### config.mk
export PLATFORM = sky130hd
export DESIGN_NAME = fetch_stage
export DESIGN_NICKNAME = d
export VERILOG_FILES = /design/src/rtl/fetch_stage.sv
export SDC_FILE = /design/constraint.sdc
export NUM_CORES = 1
export LEC_CHECK = 0
export CAP_MARGIN = 10
export CELL_PAD_IN_SITES_DETAIL_PLACEMENT = 1
export CELL_PAD_IN_SITES_GLOBAL_PLACEMENT = 1
export CORE_UTILIZATION = 36
export DETAILED_ROUTE_END_ITERATION = 10
export PLACE_DENSITY_LB_ADDON = 0.15
export SETUP_SLACK_MARGIN = 0.02
export SYNTH_ARGS = -nofsm -noshare
export SYNTH_HDL_FRONTEND = slang
export SYNTH_SLANG_ARGS = --single-unit
### constraint.sdc
create_clock -name CLK -period 2.3 [get_ports CLK]
set_input_delay 0.23 -clock CLK [delete_from_list [all_inputs] [get_ports CLK]]
set_output_delay 0.23 -clock CLK [all_outputs]
set_load 0.02 [all_outputs]
### src/rtl/fetch_stage.sv
// Instruction fetch stage: owns the PC, drives the imem read port and
// holds one fetched instruction until the IF/ID latch takes it.
module fetch_stage #(
    parameter logic [31:0] PC_INIT = 32'h0000_0000
) (
    input  logic        CLK,
    input  logic        nRST,
    output logic        imemREN,
    output logic [31:0] imemaddr,
    input  logic        ihit,
    input  logic [31:0] imemload,
    input  logic        redirect,
    input  logic [31:0] redirect_pc,
    input  logic        stall,
    input  logic        halt,
    output logic        valid_out,
    output logic [31:0] instr_out,
    output logic [31:0] pcplus4_out,
    output logic [31:0] next_pc_out
);

    typedef enum logic [1:0] {
        RUN    = 2'd0,
        SQUASH = 2'd1,
        HALTED = 2'd2
    } state_t;

    state_t      state_q, state_d;
    logic [31:0] pc_q, pc_d;
    logic [31:0] tgt_q, tgt_d;
    logic        valid_q, valid_d;
    logic [31:0] instr_q, instr_d;
    logic [31:0] pcp4_q, pcp4_d;
    logic [31:0] ipc_q, ipc_d;

    logic        acc;
    logic        is_run;
    logic        is_squash;
    logic [31:0] rpc;
    logic [31:0] pc_inc;

    // Handshake terms and the word-aligned redirect target.
    always_comb begin
        is_run    = (state_q == RUN);
        is_squash = (state_q == SQUASH);
        acc       = !valid_q || !stall;
        rpc       = redirect_pc & 32'hFFFF_FFFC;
        pc_inc    = pc_q + 32'd4;
    end

    // Memory request: the squash state keeps the abandoned request alive
    // until its hit arrives so the memory side sees a clean handshake.
    always_comb begin
        imemREN  = (is_run && acc) || is_squash;
        imemaddr = (state_q == HALTED) ? 32'h0 : pc_q;
    end

    // Next-state logic for the FSM, PC, saved target and output buffer.
    always_comb begin
        state_d = state_q;
        pc_d    = pc_q;
        tgt_d   = tgt_q;
        valid_d = valid_q;
        instr_d = instr_q;
        pcp4_d  = pcp4_q;
        ipc_d   = ipc_q;
        unique case (state_q)
            RUN: begin
                if (halt) begin
                    state_d = HALTED;
                    valid_d = 1'b0;
                end else if (redirect && ihit) begin
                    pc_d    = rpc;
                    valid_d = 1'b0;
                end else if (redirect && imemREN) begin
                    tgt_d   = rpc;
                    valid_d = 1'b0;
                    state_d = SQUASH;
                end else if (redirect) begin
                    pc_d    = rpc;
                    valid_d = 1'b0;
                end else if (ihit && acc) begin
                    valid_d = 1'b1;
                    instr_d = imemload;
                    pcp4_d  = pc_inc;
                    ipc_d   = pc_q;
                    pc_d    = pc_inc;
                end else if (acc) begin
                    valid_d = 1'b0;
                end
            end
            SQUASH: begin
                valid_d = 1'b0;
                if (halt) begin
                    state_d = HALTED;
                end else if (redirect) begin
                    tgt_d = rpc;
                    if (ihit) begin
                        pc_d    = rpc;
                        state_d = RUN;
                    end
                end else if (ihit) begin
                    pc_d    = tgt_q;
                    state_d = RUN;
                end
            end
            HALTED: begin
                valid_d = 1'b0;
            end
            default: begin
                state_d = HALTED;
                valid_d = 1'b0;
            end
        endcase
    end

    // State registers; async reset clears the buffer immediately.
    always_ff @(posedge CLK or negedge nRST) begin
        if (!nRST) begin
            state_q <= RUN;
            pc_q    <= PC_INIT;
            tgt_q   <= 32'h0;
            valid_q <= 1'b0;
            instr_q <= 32'h0;
            pcp4_q  <= 32'h0;
            ipc_q   <= 32'h0;
        end else begin
            state_q <= state_d;
            pc_q    <= pc_d;
            tgt_q   <= tgt_d;
            valid_q <= valid_d;
            instr_q <= instr_d;
            pcp4_q  <= pcp4_d;
            ipc_q   <= ipc_d;
        end
    end

    // Buffer drives the IF/ID latch inputs directly.
    always_comb begin
        valid_out   = valid_q;
        instr_out   = instr_q;
        pcplus4_out = pcp4_q;
        next_pc_out = ipc_q;
    end

endmodule

; Yosys cells after proc, flatten, opt, wreduce, memory -nomap -nowiden
; Cells that the tools add are included.
[word_totals]
inputBits = 70
elab_cells = 71
output_inout_bits = 130
ff_bits = 163
[op_classes]
eq_ne = 14
bitwise_logic = 5
add_sub_neg = 1
muxes = 30
reduce_logical = 14
[op_table]
columns = cell, n
row1 = 32-bit 2-to-1 mux, 15
row2 = 32-bit case mux with 2 select lines, 2
row3 = 32-bit by 3-bit adder with 32-bit output (second input constant), 1
row4 = 6-bit AND reduction, 3
row5 = 2-bit 2-to-1 mux, 5
row6 = 2-bit != test (second input constant), 5
row7 = 3-bit != test (second input constant), 3
row8 = 1-bit 2-to-1 mux, 7
row9 = 7-bit by 4-bit != test with 1-bit output (second input constant), 1
row10 = 2-bit case mux with 3 select lines, 1
row11 = 1-bit NOT, 5
row12 = 1-bit logical AND, 4
row13 = 4-bit by 2-bit != test with 1-bit output (second input constant), 1
row14 = 4-bit AND reduction, 1
row15 = 3-bit by 2-bit != test with 1-bit output (second input constant), 1
row16 = 2-bit by 1-bit equality test with 1-bit output (second input constant), 1
row17 = 2-bit equality test (second input constant), 1
row18 = 1-bit zero test, 2
row19 = 2-bit zero test, 1
row20 = 1-bit logical OR, 2
row21 = 2-bit by 1-bit != test with 1-bit output (second input constant), 1
row22 = 2-bit nonzero test, 1

; Logic depth before layout (Yosys ltp)
; Gate-level depths: netlist of run 1.
[depth]
ltp_word = 9
ltp_mapped = 7
ltp_nobuf = 6

; Worst setup path before layout of run 1
; OpenSTA, ideal clock, no wires.
[synth_timing]
kind = reg-to-reg
start = register pc_q[2]
end = register pc_q[28]
t_required_ns = 2.231
slack_ns = 0.546
arrival_ns = 1.685
period_less_slack_ns = 1.754
stages_incl_launch_ff = 7
n_path_buf = 0
path_cell_list = dfrtp_1 > ha_1 > nand2_1 > nor4_4 > nand4_1 > or3_1 > nand3_1
[synth_between]
elab_chain_len = 7
[synth_rtl]
columns = item, line
row1 = from (decl), 29  ; logic [31:0] pc_q, pc_d;
row2 = from (signal assigned), 129  ; pc_q <= pc_d;
row3 = 32-bit by 3-bit adder with 32-bit output, 48  ; pc_inc = pc_q + 32'd4;
row4 = 32-bit 2-to-1 mux, 82  ; end else if (ihit && acc) begin
row5 = 32-bit 2-to-1 mux, 79  ; end else if (redirect) begin
row6 = 32-bit 2-to-1 mux, 75  ; end else if (redirect && imemREN) begin
row7 = 32-bit 2-to-1 mux, 72  ; end else if (redirect && ihit) begin
row8 = 32-bit 2-to-1 mux, 69  ; if (halt) begin
row9 = 32-bit case mux with 2 select lines, 67  ; unique case (state_q)
; No other way between the ends. The select of a mux whose other input is x is not followed.
; A chain may end at the register's enable or synchronous reset.

; Worst setup path after layout of run 1
[layout_timing]
start = register state_q[0]
end = output port imemaddr[4]
[layout_between]
elab_chain_len = 2
[layout_rtl]
columns = item, line
row1 = from (decl), 28  ; state_t state_q, state_d;
row2 = from (signal assigned), 128  ; state_q <= state_d;
row3 = 2-bit equality test, 55  ; imemaddr = (state_q == HALTED) ? 32'h0 : pc_q;
row4 = 32-bit 2-to-1 mux, 55
row5 = to (decl), 9  ; output logic [31:0] imemaddr,
; No other way between the ends.

==> impl_metrics.py, run 1 <==
metrics = {
    "layout": {
        "mostFrequentLayoutCell": "nand2_1",
        "n_antenna_cell": 0,
        "final_nets": 1089,
        "nFillCells": 2327,
        "area_delta_synth_final_pct": 41.0,
        "final_cell_mix": "nand2_1, clkdlybuf4s50_1, dfrtp_1",
        "drive_gt1_share_pct": 11.4,
    },
    "critical_path": {
        "crit_start": "state_q[0]",
        "crit_fanout": 30,
        "r2r-end": "pc_q[23]",
        "r2r_setup_slack_ps": 280,
        "required_ps": 2070,
        "critPathKind": "register to output port",
        "start_kind": "register",
        "arrival_ps": 1980,
        "ff2ff_path_depth": 5,
        "r2r-start": "pc_q[6]",
        "endpoint": "imemaddr[4]",
        "end_kind": "output port",
    },
    "sta": {
        "finalSetupTns_ps": 0,
        "period_share_pct": 96.0,
        "slew_violations": 0,
        "finalSetupViolCount": 0,
        "finalHoldWorstSlack_ps": 229,
        "slew_headroom_pct": 60.7,
        "fin_ws_ps": 91.8,
        "fin_worst_skew_ps": 7.23,
        "tightest_slew_ps": 583,
        "timing.fmax_mhz": 453,
        "hold_violations": 0,
        "min_period_ps": 2210,
        "grt_setup_unrepaired": "false",
    },
    "yosys": {
        "synth-seq-cells": 155,
        "syn_avg_cell_area_um2": 9.03,
        "synth.distinct_cells": 51,
        "ys_warn_count": 0,
        "async_flop_share_pct": 100,
        "syn_inst": 820,
        "ys_seq_area_share_pct": 52.4,
        "synth-main-ff-cell": "dfrtp_1",
        "synth.cell_area_um2": 7410,
        "synth-edff-count": 0,
    },
    "drt": {
        "drtAntennaViolNets": 0,
        "vias": 6539,
        "viasPerCell": 5.03,
        "remaining_drc_errors": 0,
        "detail_route.wl_per_cell_um": 17.8,
        "drt-initial-drc-count": 371,
        "dr.pass1.iters": 4,
        "finalWirelength_um": 23200,
    },
    "place": {
        "io_buffer_count": 191,
        "place_congestion": 0.784,
        "dp_hpwl_um": 16600,
        "pre_cts_ws_ps": 214,
    },
    "floorplanning": {
        "fp.dieW_um": 145,
        "initial_utilization_pct": 36.6,
        "chipHeight_um": 145,
        "dieArea_um2": 21200,
        "coreArea_um2": 20200,
        "num_io_pins": 200,
        "rows": 52,
    },
    "worst_hold_path": {
        "hold_start": "redirect",
        "hold_class": "primary input to register",
    },
    "global_route": {
        "grt_max_degree": 60,
        "overflow": 0,
        "antenna_found_initial": 0,
        "track_usage_pct": 23.0,
        "grt_pass1_wl_um": 38200,
        "grt_pass1_vias": 6594,
    },
    "power_and_ir_drop": {
        "power_density_nw_per_um2": 641,
        "power_mw": 6.69,
        "peakVddDrop_mv": 0.504,
        "leakagePower_nw": 4.95,
    },
    "cts": {
        "cts_tree": "built",
        "cts.sinks": 155,
        "cts.htree.levels": 4,
        "cts_buffer_depth": 2,
        "cts-buffers-inserted": 17,
        "clk_latency_ps": 430,
        "path_clk_slew_ps": 60,
        "cts_setup_buffers": 0,
        "cts-root-buf": "clkbuf_16",
    },
    "run_status": {
        "status": "complete, no violations",
    },
    "run": {
        "drv_cap": 0,
    },
}
-- per-stage QoR --
stage / std cells / utilization (%) / instance area (µm²)
floorplan: 825 / - / 7430
global placement: 1268 / 48.5 / 9820
detailed placement: 1268 / 48.5 / 9820
CTS: 1299 / 51.5 / 10400
global route: 1299 / 51.6 / 10400
finish: 1299 / 51.6 / 10400
-- synthesized netlist by cell type (8+ instances only) --
master	n	area, µm²
nand2_1	253	950
nor3_1	8	40.0
nand4_1	8	50.1
a21oi_1	32	160
xnor2_1	19	166
clkbuf_1	40	150
inv_1	8	30.0
mux2_2	30	338
nor2_1	30	113
and2_1	34	213
dfrtp_1	155	3880
nand3_1	20	100
buf_2	13	65.1
o21ai_0	77	385
-- kinds of logic (layout without fill, tap and decap cells) --
| kind of cell | Yosys count | after routing | synth area share [%] |
|---|---|---|---|
| compound gates | 145 | 145 | 11.2 |
| xor+xnor | 25 | 25 | 2.96 |
| fa+ha+maj | 1 | 1 | 0.169 |
| buf+inv | 68 | 272 | 3.97 |
| flops | 155 | 155 | 52.4 |
| mux | 30 | 30 | 4.56 |
| other cells | 1 | 6 | 0.0506 |
| simple gates | 395 | 395 | 24.8 |
-- state kept, by name (all words and copies together) (netlist names) --
name / cells
next_pc_out: 30
instr_out: 32
pc_q: 30
state_q: 2
valid_out: 1
tgt_q: 30
pcplus4_out: 30
-- cell type report --
cell class              count  area, µm²  share of cell area [%]
flip-flops and latches    155       3880                    37.1
multi-input cells         602       3260                    31.2
repair buffers            234       2350                    22.5
clock buffers              18        439                    4.20
well taps                 270        338                    3.23
clock inverters            12        150                    1.44
inverters                   8       30.0                   0.287
-- worst min-delay path by stage --
stage | end | depth (start not counted) | slack [ps]
3_3_place_gp | instr_out[21] | 1 | 160
2_1_floorplan | instr_out[0] | 0 | -70
3_5_place_dp | instr_out[21] | 1 | 160
4_1_cts | valid_out | 4 | 210
6_report | valid_out | 4 | 230
5_1_grt | valid_out | 4 | 210
-- where the power goes --
part           leakage (nW)  switching [mW]  internal, mW  total [mW]
sequential             2.06           0.115          2.88        2.99
clock                 0.283            1.15          1.72        2.87
combinational          2.61           0.433         0.396       0.829
-- repair_timing --
action / CTS / global route
endpoints found under the setup margin: 17 / 13
gates resized for setup: 6 / 13
hold endpoints to repair: 33 / 0
hold buffers: 1 / 0
-- metal layers --
| layer | GRT usage, % | wire length (µm) |
|---|---|---|
| met5 | 0 | 0 |
| met4 | 6.32 | 278 |
| met3 | 3.45 | 832 |
| met2 | 35.5 | 10700 |
| met1 | 33.7 | 11300 |
-- worst max-delay path: stages (launching register included) --
cell and delay (ps):
dfrtp_2 430, nand2b_1 170, buf_12 190, and2_1 140, clkdlybuf4s50_1 620
Power figures use the tool's default switching activity.
==> run 2: changes to the inputs <==
--- a/config.mk
+++ b/config.mk
@@ -6,8 +6,9 @@
 export NUM_CORES = 1
 export LEC_CHECK = 0
+export ABC_AREA = 1
 export CAP_MARGIN = 10
 export CELL_PAD_IN_SITES_DETAIL_PLACEMENT = 1
 export CELL_PAD_IN_SITES_GLOBAL_PLACEMENT = 1
-export CORE_UTILIZATION = 36
+export CORE_UTILIZATION = 35
 export DETAILED_ROUTE_END_ITERATION = 10
 export PLACE_DENSITY_LB_ADDON = 0.15
==> constraint.sdc (replaced) <==
create_clock -name CLK -period 2.3 [get_ports CLK]
set_input_delay 0.23 -clock CLK [delete_from_list [all_inputs] [get_ports CLK]]
set_output_delay 0.23 -clock CLK [all_outputs]
set_load 0.005 [all_outputs]
==> run 2 against run 1 <==
Synthesized cell count up 26%. Core utilization is 3.4 points lower. Global-route usage is 1.8 points lower. Combinational power decreased by 43%. Flip-flop and latch count is the same. Setup slack gained 42 ps. Non-clock buffer count down 29. Via count increased by 6.1%. Clock-buffer cell count unchanged. Critical path type unchanged. Maximum frequency up 1.9%. Highest routed layer unchanged. Die area rose by 8.7%.
==> impl_metrics.py, run 2 <==
metrics = {
    "critical_path": {
        "critPathKind": "register to output port",
        "path_delay_family": "buffers and inverters",
        "required_ps": 2070,
        "crit_fanout": 31,
        "slowest_delay_ps": 540,
        "arrival_ps": 1940,
        "path_buf_inv": 3,
        "start_kind": "register",
        "slowest_stage": "clkdlybuf4s50_1",
        "crit_chain": "inv_4 -> nor2_2 -> buf_8 -> nor2_1 -> clkdlybuf4s50_1",
        "end_kind": "output port",
    },
    "sta": {
        "fin_ws_ps": 134,
        "fin_worst_skew_ps": 6.69,
        "tightest_slew_ps": 507,
        "hold_violations": 0,
        "slew_violations": 0,
        "min_period_ps": 2170,
        "finalSetupViolCount": 0,
        "grt_setup_unrepaired": "false",
        "finalHoldWorstSlack_ps": 318,
        "period_share_pct": 94.2,
        "slew_headroom_pct": 66.2,
        "timing.fmax_mhz": 462,
        "finalSetupTns_ps": 0,
    },
    "run_status": {
        "status": "complete, no violations",
    },
    "layout": {
        "final_util_pct": 48.2,
        "mostFrequentLayoutCell": "nand2_1",
        "area_delta_synth_final_pct": 34.8,
        "final_area_um2": 10600,
        "final_nets": 1282,
        "final_cell_mix": "nand2_1, clkdlybuf4s50_1, dfrtp_1",
        "n_antenna_cell": 0,
        "fin_cells": 1504,
        "multi_input_area_um2": 3300,
        "largest_register_ffs": 32,
        "drive_gt1_share_pct": 7.35,
        "regArea_um2": 3880,
        "nFillCells": 2700,
    },
    "yosys": {
        "yosysMostFrequentCell": "nand2_1",
        "yosysTopAreaCell": "dfrtp_1",
        "synth.cell_area_um2": 7840,
        "ys_seq_area_share_pct": 49.5,
        "synth-edff-count": 0,
        "synth-seq-cells": 155,
        "synth_area_leaders": "dfrtp_1, nand2_1, nor2_1",
        "synth-main-ff-cell": "dfrtp_1",
        "ys_warn_count": 0,
        "synth.distinct_cells": 37,
        "netlist.area_leader.share_pct": 49.5,
        "syn_avg_cell_area_um2": 7.57,
        "async_flop_share_pct": 100,
        "synth_common_cells": "nand2_1, dfrtp_1, nor2_1, inv_1, o21ai_1",
        "syn_inst": 1035,
    },
    "place": {
        "dp_hpwl_um": 17700,
        "place_area_um2": 9990,
        "io_buffer_count": 191,
        "dp.cells": 1471,
        "pre_cts_ws_ps": 336,
        "place_congestion": 0.871,
    },
    "floorplanning": {
        "initial_utilization_pct": 35.8,
        "dieArea_um2": 23000,
        "rows": 54,
        "fp.dieW_um": 152,
        "chipHeight_um": 152,
        "coreArea_um2": 21900,
        "num_io_pins": 200,
    },
    "cts": {
        "cts.htree.levels": 4,
        "cts.sinks": 155,
        "clk_latency_ps": 430,
        "path_clk_slew_ps": 70,
        "cts-root-buf": "clkbuf_16",
        "cts_tree": "built",
        "cts-buffers-inserted": 17,
        "cts_setup_buffers": 0,
        "cts_buffer_depth": 2,
    },
    "power_and_ir_drop": {
        "power.share.sequential_pct": 47.6,
        "intPower_mw": 4.48,
        "power_density_nw_per_um2": 564,
        "p_clk_share_pct": 44.5,
        "comb_power_share_pct": 7.9,
        "p_switching_mw": 1.48,
        "leakagePower_nw": 5.08,
        "switching_share_pct": 24.8,
        "peakVddDrop_mv": 0.422,
        "power_mw": 5.95,
    },
    "drt": {
        "finalWirelength_um": 23800,
        "dr.pass1.iters": 5,
        "drt-initial-drc-count": 274,
        "remaining_drc_errors": 0,
        "drtAntennaViolNets": 0,
        "viasPerCell": 4.61,
        "vias": 6936,
        "detail_route.wl_per_cell_um": 15.8,
    },
    "global_route": {
        "antenna_found_initial": 0,
        "track_usage_pct": 21.3,
        "grt_max_degree": 69,
        "grt_pass1_vias": 6888,
        "overflow": 0,
        "grt_pass1_wl_um": 37300,
    },
    "run": {
        "drv_cap": 0,
    },
    "worst_hold_path": {
        "hold_class": "primary input to asynchronous set/reset pin",
    },
}
-- run 2: per-layer routing --
metal	GRT usage (%)	part of all wire (%)	vias to the layer above	routed length (µm)
li1	-	-	3521	-
met1	30.1	49	3247	11800
met2	33.1	44	153	10500
met3	4.70	5.8	15	1390
met4	4.65	0.75	0	178
met5	0	0	-	0
-- run 2: cell type report --
type / count / share of cell area (%)
Sequential cell: 155 / 36.7
Clock inverter: 14 / 1.09
Inverter: 92 / 3.32
Clock buffer: 18 / 4.16
Multi-Input combinational cell: 740 / 31.2
Tap cell: 280 / 3.32
Timing Repair Buffer: 205 / 20.2
-- run 2: worst reg2reg max path: cells and delay by family, from the launching register on --
family | cells | cell delay, ps
simple gates | 11 | 1020
flops | 1 | 510
fa+ha+maj | 1 | 260
-- run 2: power groups by stage --
stage	clock [mW]	sequential, mW	combinational, mW
after floorplan	0	2.88	0.143
after global placement	0	2.88	0.471
after detailed placement	0	2.88	0.475
after CTS	2.71	2.83	0.481
after global routing	2.80	2.84	0.530
final	2.65	2.83	0.471
-- run 2: path summary, 6_finish.rpt --
check / startpoint / cells after the start / to / slack [ps]
worst max-delay path: state_q[1] / 5 / imemaddr[13] / 130
worst min-delay path: nRST / 2 / instr_out[14] / 320
worst max register to register: pc_q[2] / 12 / pc_q[22] / 400
worst min register to register: pcplus4_out[14] / 2 / pcplus4_out[14] / 480
max in group asynchronous: nRST / 3 / pc_q[14] / 1290
min in group CLK: imemload[22] / 3 / instr_out[22] / 330
-- run 2: cell families (layout without fill, tap and decap cells) --
group           after synthesis  in the layout  share of synthesized area [%]
buf+inv                     145            329                           8.77
simple gates                598            598                           31.1
other cells                   1              6                         0.0479
flops                       155            155                           49.5
mux                           1              1                          0.128
xor+xnor                     12             12                           1.63
compound gates              122            122                           8.70
fa+ha+maj                     1              1                          0.160
-- run 2: repair_timing --
action	in CTS	in global routing
setup endpoints to repair	0	30
hold buffers	1	0
endpoints found under the hold margin	49	0
resized for setup	0	2
